===== src/rtl/method_call_arbiter_if.sv =====
// method_call_arbiter_if: the shared method call port (request, arguments, busy, result)
interface method_call_arbiter_if #(
  parameter int ARG_W = 64,
  parameter int RET_W = 32
);
  logic             m_req;
  logic [ARG_W-1:0] m_arg;
  logic             m_busy;
  logic [RET_W-1:0] m_return;
  modport master (output m_req, m_arg, input m_busy, m_return);
  modport slave (input m_req, m_arg, output m_busy, m_return);
endinterface


===== src/rtl/method_call_arbiter.sv =====
// method_call_arbiter: round-robin sharing of one method call port, with busy handshake and watchdog
module method_call_arbiter #(
  parameter int N_CLIENTS = 4,
  parameter int ARG_W = 64,
  parameter int RET_W = 32,
  parameter int TIMEOUT = 1024,
  localparam int IW = $clog2(N_CLIENTS),
  localparam int WW = $clog2(TIMEOUT)
) (
  input  logic                       clk,
  input  logic                       reset,
  input  logic [N_CLIENTS-1:0]       cli_req,
  input  logic [N_CLIENTS*ARG_W-1:0] cli_arg,
  output logic [N_CLIENTS-1:0]       cli_ack,
  output logic [N_CLIENTS-1:0]       cli_done,
  output logic [RET_W-1:0]           cli_return,
  output logic                       cli_error,
  output logic [IW-1:0]              grant_id,
  output logic                       idle,
  method_call_arbiter_if.master      m
);
  typedef enum logic [2:0] {IDLE, ISSUE, WAIT_BUSY, WAIT_DONE, COMPLETE} state_t;
  localparam logic [WW-1:0] WD_MAX = WW'(TIMEOUT - 1);
  state_t state, state_d;
  logic [WW-1:0] wd, wd_d;
  logic [IW-1:0] last, last_d, gid_d, pick, idx;
  logic found, err_d, req_d;
  logic [N_CLIENTS-1:0] ack_d, done_d;
  logic [RET_W-1:0] ret_d;
  logic [ARG_W-1:0] arg_d;
  // first requester after the previous winner, wrapping around
  always_comb begin
    found = 1'b0;
    pick = '0;
    idx = '0;
    for (int k = 1; k <= N_CLIENTS; k++) begin
      idx = IW'((int'(last) + k) % N_CLIENTS);
      if (!found && cli_req[idx]) begin
        found = 1'b1;
        pick = idx;
      end
    end
  end
  always_comb begin
    state_d = state;
    wd_d = wd;
    last_d = last;
    gid_d = grant_id;
    arg_d = m.m_arg;
    ret_d = cli_return;
    ack_d = '0;
    done_d = '0;
    err_d = 1'b0;
    req_d = 1'b0;
    case (state)
      IDLE: if (found && !m.m_busy) begin
        state_d = ISSUE;
        gid_d = pick;
        arg_d = cli_arg[pick*ARG_W +: ARG_W];
        ack_d[pick] = 1'b1;
        req_d = 1'b1;
      end
      ISSUE: begin
        state_d = WAIT_BUSY;
        wd_d = '0;
      end
      WAIT_BUSY, WAIT_DONE: begin
        wd_d = (wd == WD_MAX) ? wd : wd + 1'b1;
        if (state == WAIT_BUSY && m.m_busy) begin
          state_d = WAIT_DONE;
          wd_d = '0;
        end else if (state == WAIT_DONE && !m.m_busy) begin
          state_d = COMPLETE;
          done_d[grant_id] = 1'b1;
          ret_d = m.m_return;
        end else if (wd == WD_MAX) begin
          state_d = COMPLETE;
          done_d[grant_id] = 1'b1;
          err_d = 1'b1;
          ret_d = '0;
        end
      end
      COMPLETE: begin
        state_d = IDLE;
        last_d = grant_id;
      end
      default: state_d = IDLE;
    endcase
  end
  always_ff @(posedge clk or negedge reset) begin
    if (!reset) begin
      state <= IDLE;
      wd <= '0;
      last <= IW'(N_CLIENTS - 1);
      grant_id <= '0;
      m.m_arg <= '0;
      m.m_req <= 1'b0;
      cli_ack <= '0;
      cli_done <= '0;
      cli_return <= '0;
      cli_error <= 1'b0;
      idle <= 1'b1;
    end else begin
      state <= state_d;
      wd <= wd_d;
      last <= last_d;
      grant_id <= gid_d;
      m.m_arg <= arg_d;
      m.m_req <= req_d;
      cli_ack <= ack_d;
      cli_done <= done_d;
      cli_return <= ret_d;
      cli_error <= err_d;
      idle <= (state_d == IDLE);
    end
  end
endmodule

===== src/flat_wrapper.sv =====
// flat-port wrapper written by rule: the top's interface ports become plain ports
module method_call_arbiter_flat 
#(
  parameter int N_CLIENTS = 4,
  parameter int ARG_W = 64,
  parameter int RET_W = 32,
  parameter int TIMEOUT = 1024,
  localparam int IW = $clog2(N_CLIENTS),
  localparam int WW = $clog2(TIMEOUT)
)
  (clk, reset, cli_req, cli_arg, cli_ack, cli_done, cli_return, cli_error, grant_id, idle, m_m_req, m_m_arg, m_m_busy, m_m_return);
  method_call_arbiter_if #(.ARG_W(ARG_W), .RET_W(RET_W)) m_i ();
  input  logic clk;
  input  logic reset;
  input  logic [N_CLIENTS-1:0] cli_req;
  input  logic [N_CLIENTS*ARG_W-1:0] cli_arg;
  output logic [N_CLIENTS-1:0] cli_ack;
  output logic [N_CLIENTS-1:0] cli_done;
  output logic [RET_W-1:0] cli_return;
  output logic cli_error;
  output logic [IW-1:0] grant_id;
  output logic idle;
  output wire logic [$bits(m_i.m_req)-1:0] m_m_req;
  output wire logic [$bits(m_i.m_arg)-1:0] m_m_arg;
  input wire logic [$bits(m_i.m_busy)-1:0] m_m_busy;
  input wire logic [$bits(m_i.m_return)-1:0] m_m_return;
  assign m_m_req = m_i.m_req;
  assign m_m_arg = m_i.m_arg;
  assign m_i.m_busy = m_m_busy;
  assign m_i.m_return = m_m_return;
  method_call_arbiter #(.N_CLIENTS(N_CLIENTS), .ARG_W(ARG_W), .RET_W(RET_W), .TIMEOUT(TIMEOUT)) u_core (.clk(clk), .reset(reset), .cli_req(cli_req), .cli_arg(cli_arg), .cli_ack(cli_ack), .cli_done(cli_done), .cli_return(cli_return), .cli_error(cli_error), .grant_id(grant_id), .idle(idle), .m(m_i));
endmodule

===== config.mk =====
export PLATFORM = sky130hd
export DESIGN_NAME = method_call_arbiter_flat
export DESIGN_NICKNAME = d
export VERILOG_FILES = /design/src/rtl/method_call_arbiter_if.sv /design/src/rtl/method_call_arbiter.sv /design/src/flat_wrapper.sv
export SDC_FILE = /design/constraint.sdc
export NUM_CORES = 1
export LEC_CHECK = 0
export BUFFER_PORTS_ARGS = -buffer_cell sky130_fd_sc_hd__buf_2
export CAP_MARGIN = 0
export CORE_AREA = 5 5 153 155
export DETAILED_ROUTE_END_ITERATION = 7
export DIE_AREA = 0 0 158 160
export HOLD_SLACK_MARGIN = 0.15
export PLACE_DENSITY = 0.59
export SLEW_MARGIN = 25
export SYNTH_ARGS = -nofsm -noshare
export SYNTH_HDL_FRONTEND = slang
export SYNTH_SLANG_ARGS = --single-unit

===== constraint.sdc =====
create_clock -name clk -period 2.2 [get_ports clk]
set_input_delay 0.33 -clock clk [delete_from_list [all_inputs] [get_ports clk]]
set_output_delay 0.33 -clock clk [all_outputs]
set_load 0.005 [all_outputs]

**Word-level counts from Yosys, hierarchy flattened**

Cells that the tools add are included.

- Latch bits: 0
- Input port bits: 295
- Bits in writable memories: 0
- Memories: 0
- ROM bits: 0
- Register bits: 124

- Reductions and logical operators: 20
- Add/sub/neg operators: 5
- Multiply operators: 0
- Bitwise logic cells: 1
- Divide/modulo/power cells: 0
- $lt $le $gt $ge: 8
- Multiplexer cells: 42
- Equality and inequality tests: 6
- Shift-type cells: 1

Operators by type and width:

| cell | count |
|---|---|
| $shiftx 256x9->64 | 1 |
| $mux 32 | 2 |
| $mux 4 | 6 |
| $mux 10 | 2 |
| $pmux 10 s2 | 1 |
| $lt 2x3->1 const B | 6 |
| $mux 1 | 16 |
| $mux 3 | 4 |
| $add 10x1->10 const B | 1 |
| $eq 10x10->1 const B | 1 |
| $pmux 3 s3 | 1 |
| $bmux 1 s2 | 4 |
| $logic_and 1x1->1 | 8 |
| $mux 2 | 4 |
| $eq 3x2->1 const B | 2 |
| $logic_not 3->1 | 2 |
| $add 2x1->2 const B | 2 |
| $add 2x2->2 const B | 2 |
| $demux 1 s2 | 2 |
| $ge 2x1->1 const B | 2 |
| $logic_not 1->1 | 4 |
| $reduce_and 2->1 | 2 |
| $reduce_bool 2->1 | 2 |
| $eq 3x1->1 const B | 1 |
| other kinds (5) | 5 |

**Depth between registers and ports, before layout**

Gate-level depths: netlist (run 1).

- Word-level depth: 19
- Gate-level depth with buffers: 8

**Worst setup path after synthesis (run 1)**

OpenSTA, ideal clock, no wires.

- Path type: reg2reg
- From: reg u_core.last[0]
- To: reg u_core.m.m_arg[13]
- Arrival: 1.642 ns
- Cell stages (with the launch flop): 8
- Library setup time: 0.131 ns
- Path slack: 0.426 ns
- Buffers on the path: 2
- Path through: dfstp_2 -> nor2b_1 -> o21a_1 -> nor3_2 -> buf_6 -> buf_4 -> mux2i_1 -> o211ai_1

- Longest elaborated chain between the ends: 15
- Elaborated cells between the ends (all ways): 29
- Those cells by class: add/sub: 4; shift: 1; mux: 16; reduce/logical: 8

RTL lines:

| what | line | RTL |
|---|---|---|
| start, declared | method_call_arbiter.sv:26 | `logic [IW-1:0] last, last_d, gid_d, pick, idx;` |
| start signal, assigned | method_call_arbiter.sv:94 | `last <= IW'(N_CLIENTS - 1);` |
| start signal, assigned | method_call_arbiter.sv:106 | `last <= last_d;` |
| parallel branches: the longest is 15 deep, another holds $add 2x1->2 | -- |  |
| end signal, assigned | method_call_arbiter.sv:108 | `m.m_arg <= arg_d;` |
| end, declared | method_call_arbiter_if.sv:10 | `modport master (output m_req, m_arg, input m_busy, m_return);` |

Several ways; the timed one is not identified. The select of a mux whose other input is x is not followed.
A chain may end at the register's enable or synchronous reset.

**Worst setup path after layout (run 1)**

- From: reg u_core.last[0]
- To: reg u_core.m.m_arg[25]

Same word-level chain as after synthesis.

==> results.json, run 1 <==
{
  "status": "completed",
  "post_cts_buffers": 0,
  "dpl.hpwl_mm": 21.6,
  "antenna_found_initial": 1,
  "ir_drop_mv": 0.539,
  "dieArea_mm2": 0.0253,
  "setup_viol": 0,
  "holdPathEnd": "u_core.cli_return[31]",
  "async_flop_share": 1.00,
  "drc": 0,
  "wl_mm": 29.8,
  "rr_startpoint": "u_core.last[0]",
  "hp-class": "in2reg",
  "ys.warnings.count": 0,
  "placed_cell_area_mm2": 0.00981,
  "ys_seq_area_frac": 0.430,
  "die_h_um": 160,
  "path_common_cell": "buf_4",
  "worstPathRequired_ns": 2.49,
  "cp_slowest_cell": "dfstp_2",
  "vias": 7645,
  "timing.slew.headroom": 0.659,
  "max_cap_viol_count": 0,
  "cts_tree": "built",
  "syn_area_mm2": 0.00723,
  "drv_slew": 0,
  "start_util": 0.333,
  "clock_skew_ns": 0.0126,
  "avgSynthCellArea_um2": 10.0,
  "yosys_most_used_dff": "dfrtp_1",
  "vias_per_cell": 5.38,
  "grt_max_degree": 43,
  "crit_path_max_fanout": 12,
  "place.gp.congestion": 0.799,
  "ant_nets": 0,
  "root_buffer": "clkbuf_16",
  "final_nets": 1423,
  "grt_pass1_wl_mm": 45.0,
  "worst_pin_slew_ns": 0.507,
  "fill_cells": 2094,
  "crit_arrival_ns": 2.35,
  "grt_overflow": 0,
  "drtPass1Iterations": 5,
  "holdPathStages": 2,
  "cts_buffers": 17,
  "grt_setup_unrepaired": "false",
  "die_x_um": 158,
  "coreArea_mm2": 0.0217,
  "final_util": 0.493,
  "synth.net_count": 1017,
  "synth_edf_count": 0,
  "grt_pass1_vias": 8055,
  "timing.final.hold_violations": 0,
  "cts.sinks": 124,
  "io_buffers": 403,
  "routedWlPerCell_um": 21.0,
  "design_area_mm2": 0.0107,
  "pin_count": 404,
  "period_needed_ns": 2.07,
  "cp_cell_sequence": "nor2b_1, o21a_2, nor3_4, buf_4, buf_4, mux2i_2, o211ai_1",
  "htreeDepth": 4,
  "clkTransAtPathRegs_ns": 0.06,
  "synthCells": 721,
  "pre_cts_ws_ns": 0.0115,
  "clockBufferDepth": 2,
  "setup_slack_ns": 0.134,
  "max_freq_ghz": 0.484,
  "critPathMaxStageDelay_ns": 0.55,
  "grtUsageTotal": 0.226,
  "worstSetupPathType": "reg2reg",
  "drive_gt1_frac": 0.439,
  "path_delay_family": "flip-flops",
  "cellLeakagePower_nw": 5.33,
  "power_mw": 12.1,
  "clock_latency_ns": 0.41,
  "reg2reg_slack_ns": 0.13,
  "crit_cells": 7,
  "hp-start": "m_m_return[31]",
  "p_per_area_mw_per_mm2": 1140,
  "r2r-end": "u_core.m.m_arg[25]",
  "fin_crit_sh": 0.939,
  "cp-end-kind": "flip-flop",
  "reg2reg_depth": 7,
  "yosysUniqueCellTypes": 47,
  "syn_to_final_growth_pct": 47.8,
  "fp-row-count": 54,
  "initialDrtViolationCount": 478,
  "synth_seq_cells": 124,
  "start_kind": "flip-flop",
  "critPathBufInv": 2,
  "setup_tns_ns": 0
}
-- kinds of logic (layout without fill, tap and decap cells) --
family                   count (synthesis)  in the layout  synth area share
other                                    0              2                 0
adder cells (fa/ha/maj)                  1              1           0.00173
buffers and inverters                   82            501            0.0519
AO/OA/AOI/OAI                          255            255             0.289
AND/OR/NAND/NOR                        191            191             0.134
flip-flops                             124            124             0.430
multiplexers                            66             66            0.0917
XOR/XNOR                                 2              2           0.00242
-- routing by layer --
metal | track usage | wire length (µm)
met5 | 0 | 0
met2 | 0.394 | 14900
met3 | 0.0606 | 2610
met4 | 0.0698 | 739
met1 | 0.271 | 11600
-- synth_stat cells, types with 6 or more instances --
master,count,area (µm²)
a21bo_1,56,561
a21bo_2,8,80.1
a21oi_1,6,30.0
a22o_1,32,280
buf_2,18,90.1
buf_4,6,45.0
clkbuf_1,48,180
dfrtp_1,121,3030
mux2i_1,64,641
nand2_1,77,289
nand3_1,6,30.0
nand4_1,64,400
nor2_1,17,63.8
o211ai_1,66,495
o31ai_1,69,518
-- worst max path at each step --
| stage | slack [ns] | start | to |
|---|---|---|---|
| 6_report | 0.13 | u_core.last[0] | u_core.m.m_arg[25] |
| 5_1_grt | 0.04 | u_core.last[0] | u_core.m.m_arg[25] |
| 4_1_cts | 0.06 | u_core.last[0] | u_core.m.m_arg[25] |
| 3_5_place_dp | 0.01 | cli_req[3] | u_core.m.m_arg[25] |
| 3_3_place_gp | 0.02 | cli_req[3] | u_core.m.m_arg[25] |
| 2_1_floorplan | 0.43 | u_core.last[0] | u_core.m.m_arg[13] |
-- where the power goes --
part           leakage, nW  total (mW)  internal, mW  switching [mW]
clock network        0.291        2.88          1.71            1.17
logic                 3.46        5.52          2.57            2.95
registers             1.58        3.73          3.20           0.530
total                 5.33        12.1          7.49            4.65
-- state kept, by name, indices dropped and copies added (netlist names) --
register           flops
u_core.idle            1
u_core.m.m_arg        64
u_core.cli_return     32
u_core.m.m_req         1
u_core.last            2
u_core.cli_error       1
u_core.cli_ack         4
u_core.cli_done        4
u_core.grant_id        2
u_core.state           3
u_core.wd             10
-- through the flow --
stage / hold WS, ns / std cells
5_1_grt: 0.152 / 1421
4_1_cts: 0.155 / 1419
2_1_floorplan: 0.0344 / 721
3_5_place_dp: 0.244 / 1361
3_3_place_gp: 0.244 / 1361
6_report: 0.176 / 1422
-- timing repair --
action | CTS | global route
hold endpoints to repair | 108 | 1
gates resized for setup | 0 | 1
hold buffers | 26 | 1
endpoints found under the setup margin | 0 | 1
-- cells in the final DEF (no fill, tap or decap), types with 3 or more instances in the layout --
cell           count
a21oi_1            5
buf_2            402
o21ai_0            3
nor2_1            16
nor3_1             3
buf_12            19
a21bo_1           56
a21bo_2            8
and2_1             3
inv_8              3
clkbuf_16         17
buf_4             18
o31ai_1           69
nand3_1            5
nand2b_1           3
o211ai_1          66
a22o_1            32
inv_6              6
dlygate4sd3_1     27
dfstp_2            3
and3_1             4
mux2i_1           63
nand2_1           77
nand4_1           64
dfrtp_1          121
-- final cells by class --
class,instances,area (µm²),area share
inverter,3,11.3,0.00105
clock buffer,17,425,0.0398
timing repair buffer,466,2800,0.262
clock inverter,15,175,0.0164
antenna,2,5.00,0.000468
sequential,124,3110,0.291
multi-input combinational,515,3820,0.357
tap,280,350,0.0328
Power figures use the tool's default switching activity.
==> inputs of run 2 (changes only) <==
- GPL_TIMING_DRIVEN: not set -> 0
==> results.json, run 2 (synthesis results as in run 1) <==
{
  "pre_cts_ws_ns": -0.327,
  "crit_arrival_ns": 2.40,
  "drv_slew": 0,
  "top_register": "u_core.m.m_arg",
  "ant_nets": 0,
  "timing.slew.headroom": 0.444,
  "grt_pass1_vias": 7917,
  "cts_buffers": 17,
  "final_nets": 1470,
  "root_buffer": "clkbuf_16",
  "worstSetupPathType": "reg2reg",
  "start_util": 0.333,
  "crit_path_max_fanout": 10,
  "antenna_found_initial": 1,
  "cts.sinks": 124,
  "p_clk_frac": 0.239,
  "grtUsageTotal": 0.228,
  "initialDrtViolationCount": 380,
  "largest_register_ffs": 64,
  "p_int_mw": 7.36,
  "final_common_cell": "buf_2",
  "drive_gt1_frac": 0.425,
  "wl_mm": 30.4,
  "htreeDepth": 4,
  "final_util": 0.489,
  "hp-class": "in2reg",
  "clock_latency_ns": 0.42,
  "cp_cell_sequence": "nor2b_1, or3b_1, nand3_1, buf_1, o211ai_1",
  "setup_slack_ns": 0.0620,
  "die_h_um": 160,
  "dpl.hpwl_mm": 23.2,
  "cts_tree": "built",
  "critPathMaxStageDelay_ns": 0.54,
  "clock_skew_ns": 0.00786,
  "max_cap_viol_count": 0,
  "die_x_um": 158,
  "cellLeakagePower_nw": 5.31,
  "cp_slowest_cell": "dfstp_2",
  "vias_per_cell": 5.26,
  "grt_setup_unrepaired": "true",
  "drc": 0,
  "drtPass1Iterations": 5,
  "grt_max_degree": 79,
  "cp-end-kind": "flip-flop",
  "switchingPower_mw": 4.67,
  "clockBufferDepth": 2,
  "setup_viol": 0,
  "timing.final.hold_violations": 0,
  "grt_pass1_wl_mm": 44.7,
  "swShare": 0.388,
  "combinationalPowerShare": 0.451,
  "worst_pin_slew_ns": 0.833,
  "io_buffers": 403,
  "pin_count": 404,
  "start_kind": "flip-flop",
  "grt_overflow": 0,
  "dieArea_mm2": 0.0253,
  "ir_drop_mv": 0.501,
  "vias": 7715,
  "fp-row-count": 54,
  "syn_to_final_growth_pct": 46.6,
  "p_per_area_mw_per_mm2": 1140,
  "coreArea_mm2": 0.0217,
  "final_cell_mix": "buf_2, dfrtp_1, nand2_1, o31ai_1, o211ai_1",
  "routedWlPerCell_um": 20.7,
  "clkTransAtPathRegs_ns": 0.06,
  "max_freq_ghz": 0.468,
  "reg_top3": "u_core.m.m_arg: 64 flops, u_core.cli_return: 32 flops, u_core.wd: 10 flops",
  "p_seq_frac": 0.310,
  "period_needed_ns": 2.14,
  "fin_crit_sh": 0.972,
  "status": "completed",
  "worstPathRequired_ns": 2.46,
  "place.gp.congestion": 0.929
}
-- run 2: changes by cell type in the layout (fill, tap and decap cells not counted), moves of 3 or more --
cell,before,now
buf_12,19,1
buf_2,402,418
buf_4,18,12
clkbuf_1,0,36
clkbuf_2,0,15
inv_6,6,3
-- run 2: final cells by class --
type                    count  area (µm²)
fillers                  2099       11100
multi-input cells         515        3780
flip-flops and latches    124        3110
repair buffers            434        2350
clock buffers              19         443
plain buffers              79         392
well taps                 280         350
clock inverters            13         158
inverters                   3        11.3
diodes                      1        2.50
-- run 2: per-layer routing --
layer	track usage	routed length, µm	vias to the layer above	share of wire
met5	0	0	-	0
met4	0.0659	726	0	0.024
met3	0.0639	2480	47	0.082
met2	0.398	15200	338	0.50
met1	0.274	12000	3632	0.39
li1	-	-	3698	-
-- run 2: timing repair --
| action | CTS | global route |
|---|---|---|
| resized for setup | 7 | 27 |
| hold buffers | 25 | 0 |
| buffers inserted | 3 | 2 |
| hold endpoints to repair | 70 | 0 |
| pin swaps | 1 | 1 |
| endpoints found under the setup margin | 67 | 32 |
-- run 2: final timing paths --
check	from	end	slack (ns)	depth (start not counted)
setup / recovery	u_core.last[0]	u_core.m.m_arg[40]	0.06	5
hold / removal	m_m_return[13]	u_core.cli_return[13]	0.16	2
setup reg to reg	u_core.last[0]	u_core.m.m_arg[40]	0.06	5
hold reg to reg	u_core.cli_return[10]	u_core.cli_return[10]	0.50	1
max in group asynchronous	reset	u_core.idle	1.05	3
min in group asynchronous	reset	u_core.m.m_arg[7]	0.39	2
-- run 2: stage by stage --
stage / power, mW / cell area (µm²) / TNS [ns] / hold WS [ns] / std cells
finish: 12.0 / 10600 / 0 / 0.162 / 1468
global route: 12.8 / 10600 / -0.00694 / 0.152 / 1468
CTS: 12.1 / 10500 / 0 / 0.152 / 1465
detailed placement: 9.05 / 9640 / -14.92 / 0.259 / 1405
global placement: 8.96 / 9600 / -130.38 / 0.478 / 1404
floorplan: 6.74 / 7230 / 0 / 0.0344 / 721
-- run 2: critical path, delay by kind of cell (launching register included) --
family | cells | cell delay [ns]
AO/OA/AOI/OAI | 1 | 0.19
buffers and inverters | 1 | 0.50
flip-flops | 1 | 0.54
AND/OR/NAND/NOR | 3 | 0.74
-- run 2: power by group through the flow --
stage / Sequential, mW / Clock, mW / Combinational [mW]
2_1_floorplan: 3.78 / 0 / 2.96
3_3_place_gp: 3.72 / 0 / 5.25
3_5_place_dp: 3.74 / 0 / 5.31
4_1_cts: 3.72 / 2.93 / 5.42
5_1_grt: 3.83 / 3.04 / 5.94
6_report: 3.73 / 2.88 / 5.43
==> inputs of run 3 (changes only) <==
- CORE_AREA: 5 5 153 155 -> 5 5 156 158
- DIE_AREA: 0 0 158 160 -> 0 0 161 163
- PLACE_DENSITY: 0.59 -> 0.57
- clock period: 2.2 -> 2.7 ns (I/O delays scaled with it)
==> results.json, run 3 (synthesis results as in run 1) <==
{
  "status": "completed",
  "fill_cells": 2316,
  "worst_pin_slew_ns": 0.850,
  "timing.slew.headroom": 0.434,
  "fp-row-count": 56,
  "final_cell_mix": "buf_2, dfrtp_1, nand2_1, o31ai_1, o211ai_1",
  "antenna_found_initial": 3,
  "post_cts_buffers": 0,
  "hold_buffers": 1,
  "drc": 0,
  "design_area_mm2": 0.0103,
  "clock_latency_ns": 0.41,
  "p_per_area_mw_per_mm2": 950,
  "dp_cells": 1415,
  "initialDrtViolationCount": 400,
  "drv_slew": 0,
  "final_nets": 1441,
  "cp-end-kind": "flip-flop",
  "drive_gt1_frac": 0.417,
  "largest_register_ffs": 64,
  "root_buffer": "clkbuf_16",
  "setup_viol": 0,
  "cts_buffers": 17,
  "die_h_um": 163,
  "setup_tns_ns": 0,
  "ant_nets": 0,
  "grt_overflow": 0,
  "max_freq_ghz": 0.406,
  "grt_pass1_wl_mm": 45.6,
  "start_kind": "flip-flop",
  "htreeDepth": 4,
  "pre_cts_ws_ns": 0.0537,
  "final_common_cell": "buf_2",
  "clockBufferDepth": 2,
  "coreArea_mm2": 0.0230,
  "routedWlPerCell_um": 21.0,
  "cts_tree": "built",
  "fin_crit_sh": 0.913,
  "worstPathRequired_ns": 3.03,
  "clock_skew_ns": 0.00941,
  "max_cap_viol_count": 0,
  "grtUsageTotal": 0.224,
  "setup_slack_ns": 0.235,
  "layout.cells.non_filler": 1450,
  "place.gp.congestion": 0.922,
  "pin_count": 404,
  "die_x_um": 161,
  "cellLeakagePower_nw": 5.14,
  "top_register": "u_core.m.m_arg",
  "crit_path_max_fanout": 10,
  "start_util": 0.315,
  "dpl.hpwl_mm": 23.4,
  "ir_drop_mv": 0.408,
  "io_buffers": 403,
  "grt_setup_unrepaired": "false",
  "placed_cell_area_mm2": 0.00965,
  "syn_to_final_growth_pct": 42.3,
  "wl_mm": 30.4,
  "worstSetupPathType": "reg2reg",
  "drtPass1Iterations": 5,
  "clkTransAtPathRegs_ns": 0.06,
  "cts.sinks": 124,
  "reg_top3": "u_core.m.m_arg: 64 flops, u_core.cli_return: 32 flops, u_core.wd: 10 flops",
  "cts_resized": 0,
  "dieArea_mm2": 0.0262,
  "vias": 7623,
  "vias_per_cell": 5.26,
  "timing.final.hold_violations": 0,
  "crit_arrival_ns": 2.80,
  "grt_pass1_vias": 7698,
  "grt_max_degree": 70,
  "hp-class": "in2reg",
  "period_needed_ns": 2.46
}
==> run 3: worst max-delay path, cell delays in order, from the launching register on <==
cell,delay (ns)
dfstp_2,0.54
nand2b_1,0.15
a21o_1,0.17
clkbuf_1,0.58
clkbuf_1,0.44
nand4_1,0.22
a21bo_1,0.22
o211ai_1,0.07
==> run 3: final cells by class <==
cell class,instances,area (µm²),area share
buffer,79,364,0.0354
clock buffer,17,425,0.0413
multi-input combinational,515,3750,0.364
antenna,2,5.00,0.000486
clock inverter,15,201,0.0196
inverter,3,11.3,0.00109
sequential,124,3110,0.302
tap,290,363,0.0353
timing repair buffer,405,2060,0.201
==> run 3: metal layers <==
layer,part of all wire,track usage,wire [µm]
met2,0.50,0.392,15300
met4,0.015,0.0496,450
met1,0.41,0.279,12400
met5,0.00069,0,21
met3,0.075,0.0602,2270
==> run 3: final timing paths <==
kind / cells past startpoint / start / slack, ns / end
worst max-delay path: 7 / u_core.last[0] / 0.24 / u_core.m.m_arg[44]
worst min-delay path: 2 / m_m_return[5] / 0.22 / u_core.cli_return[5]
worst max register to register: 7 / u_core.last[0] / 0.24 / u_core.m.m_arg[44]
worst min register to register: 1 / u_core.cli_return[29] / 0.49 / u_core.cli_return[29]
max in group asynchronous: 3 / reset / 1.46 / u_core.idle
min in group asynchronous: 2 / reset / 0.49 / u_core.m.m_arg[9]
==> run 3: power by group <==
part	internal, mW	switching [mW]	total (mW)
sequential	2.61	0.419	3.03
combinational	1.88	2.40	4.28
clock	1.49	0.981	2.47
total	5.98	3.80	9.78
==> run 3: stage by stage <==
step                utilization  total power, mW  hold slack (ns)
floorplan                     -             5.50            0.109
global placement          0.418             7.31            0.478
detailed placement        0.420             7.36            0.358
CTS                       0.448             9.88            0.201
global route              0.448             10.4            0.198
finish                    0.448             9.78            0.216
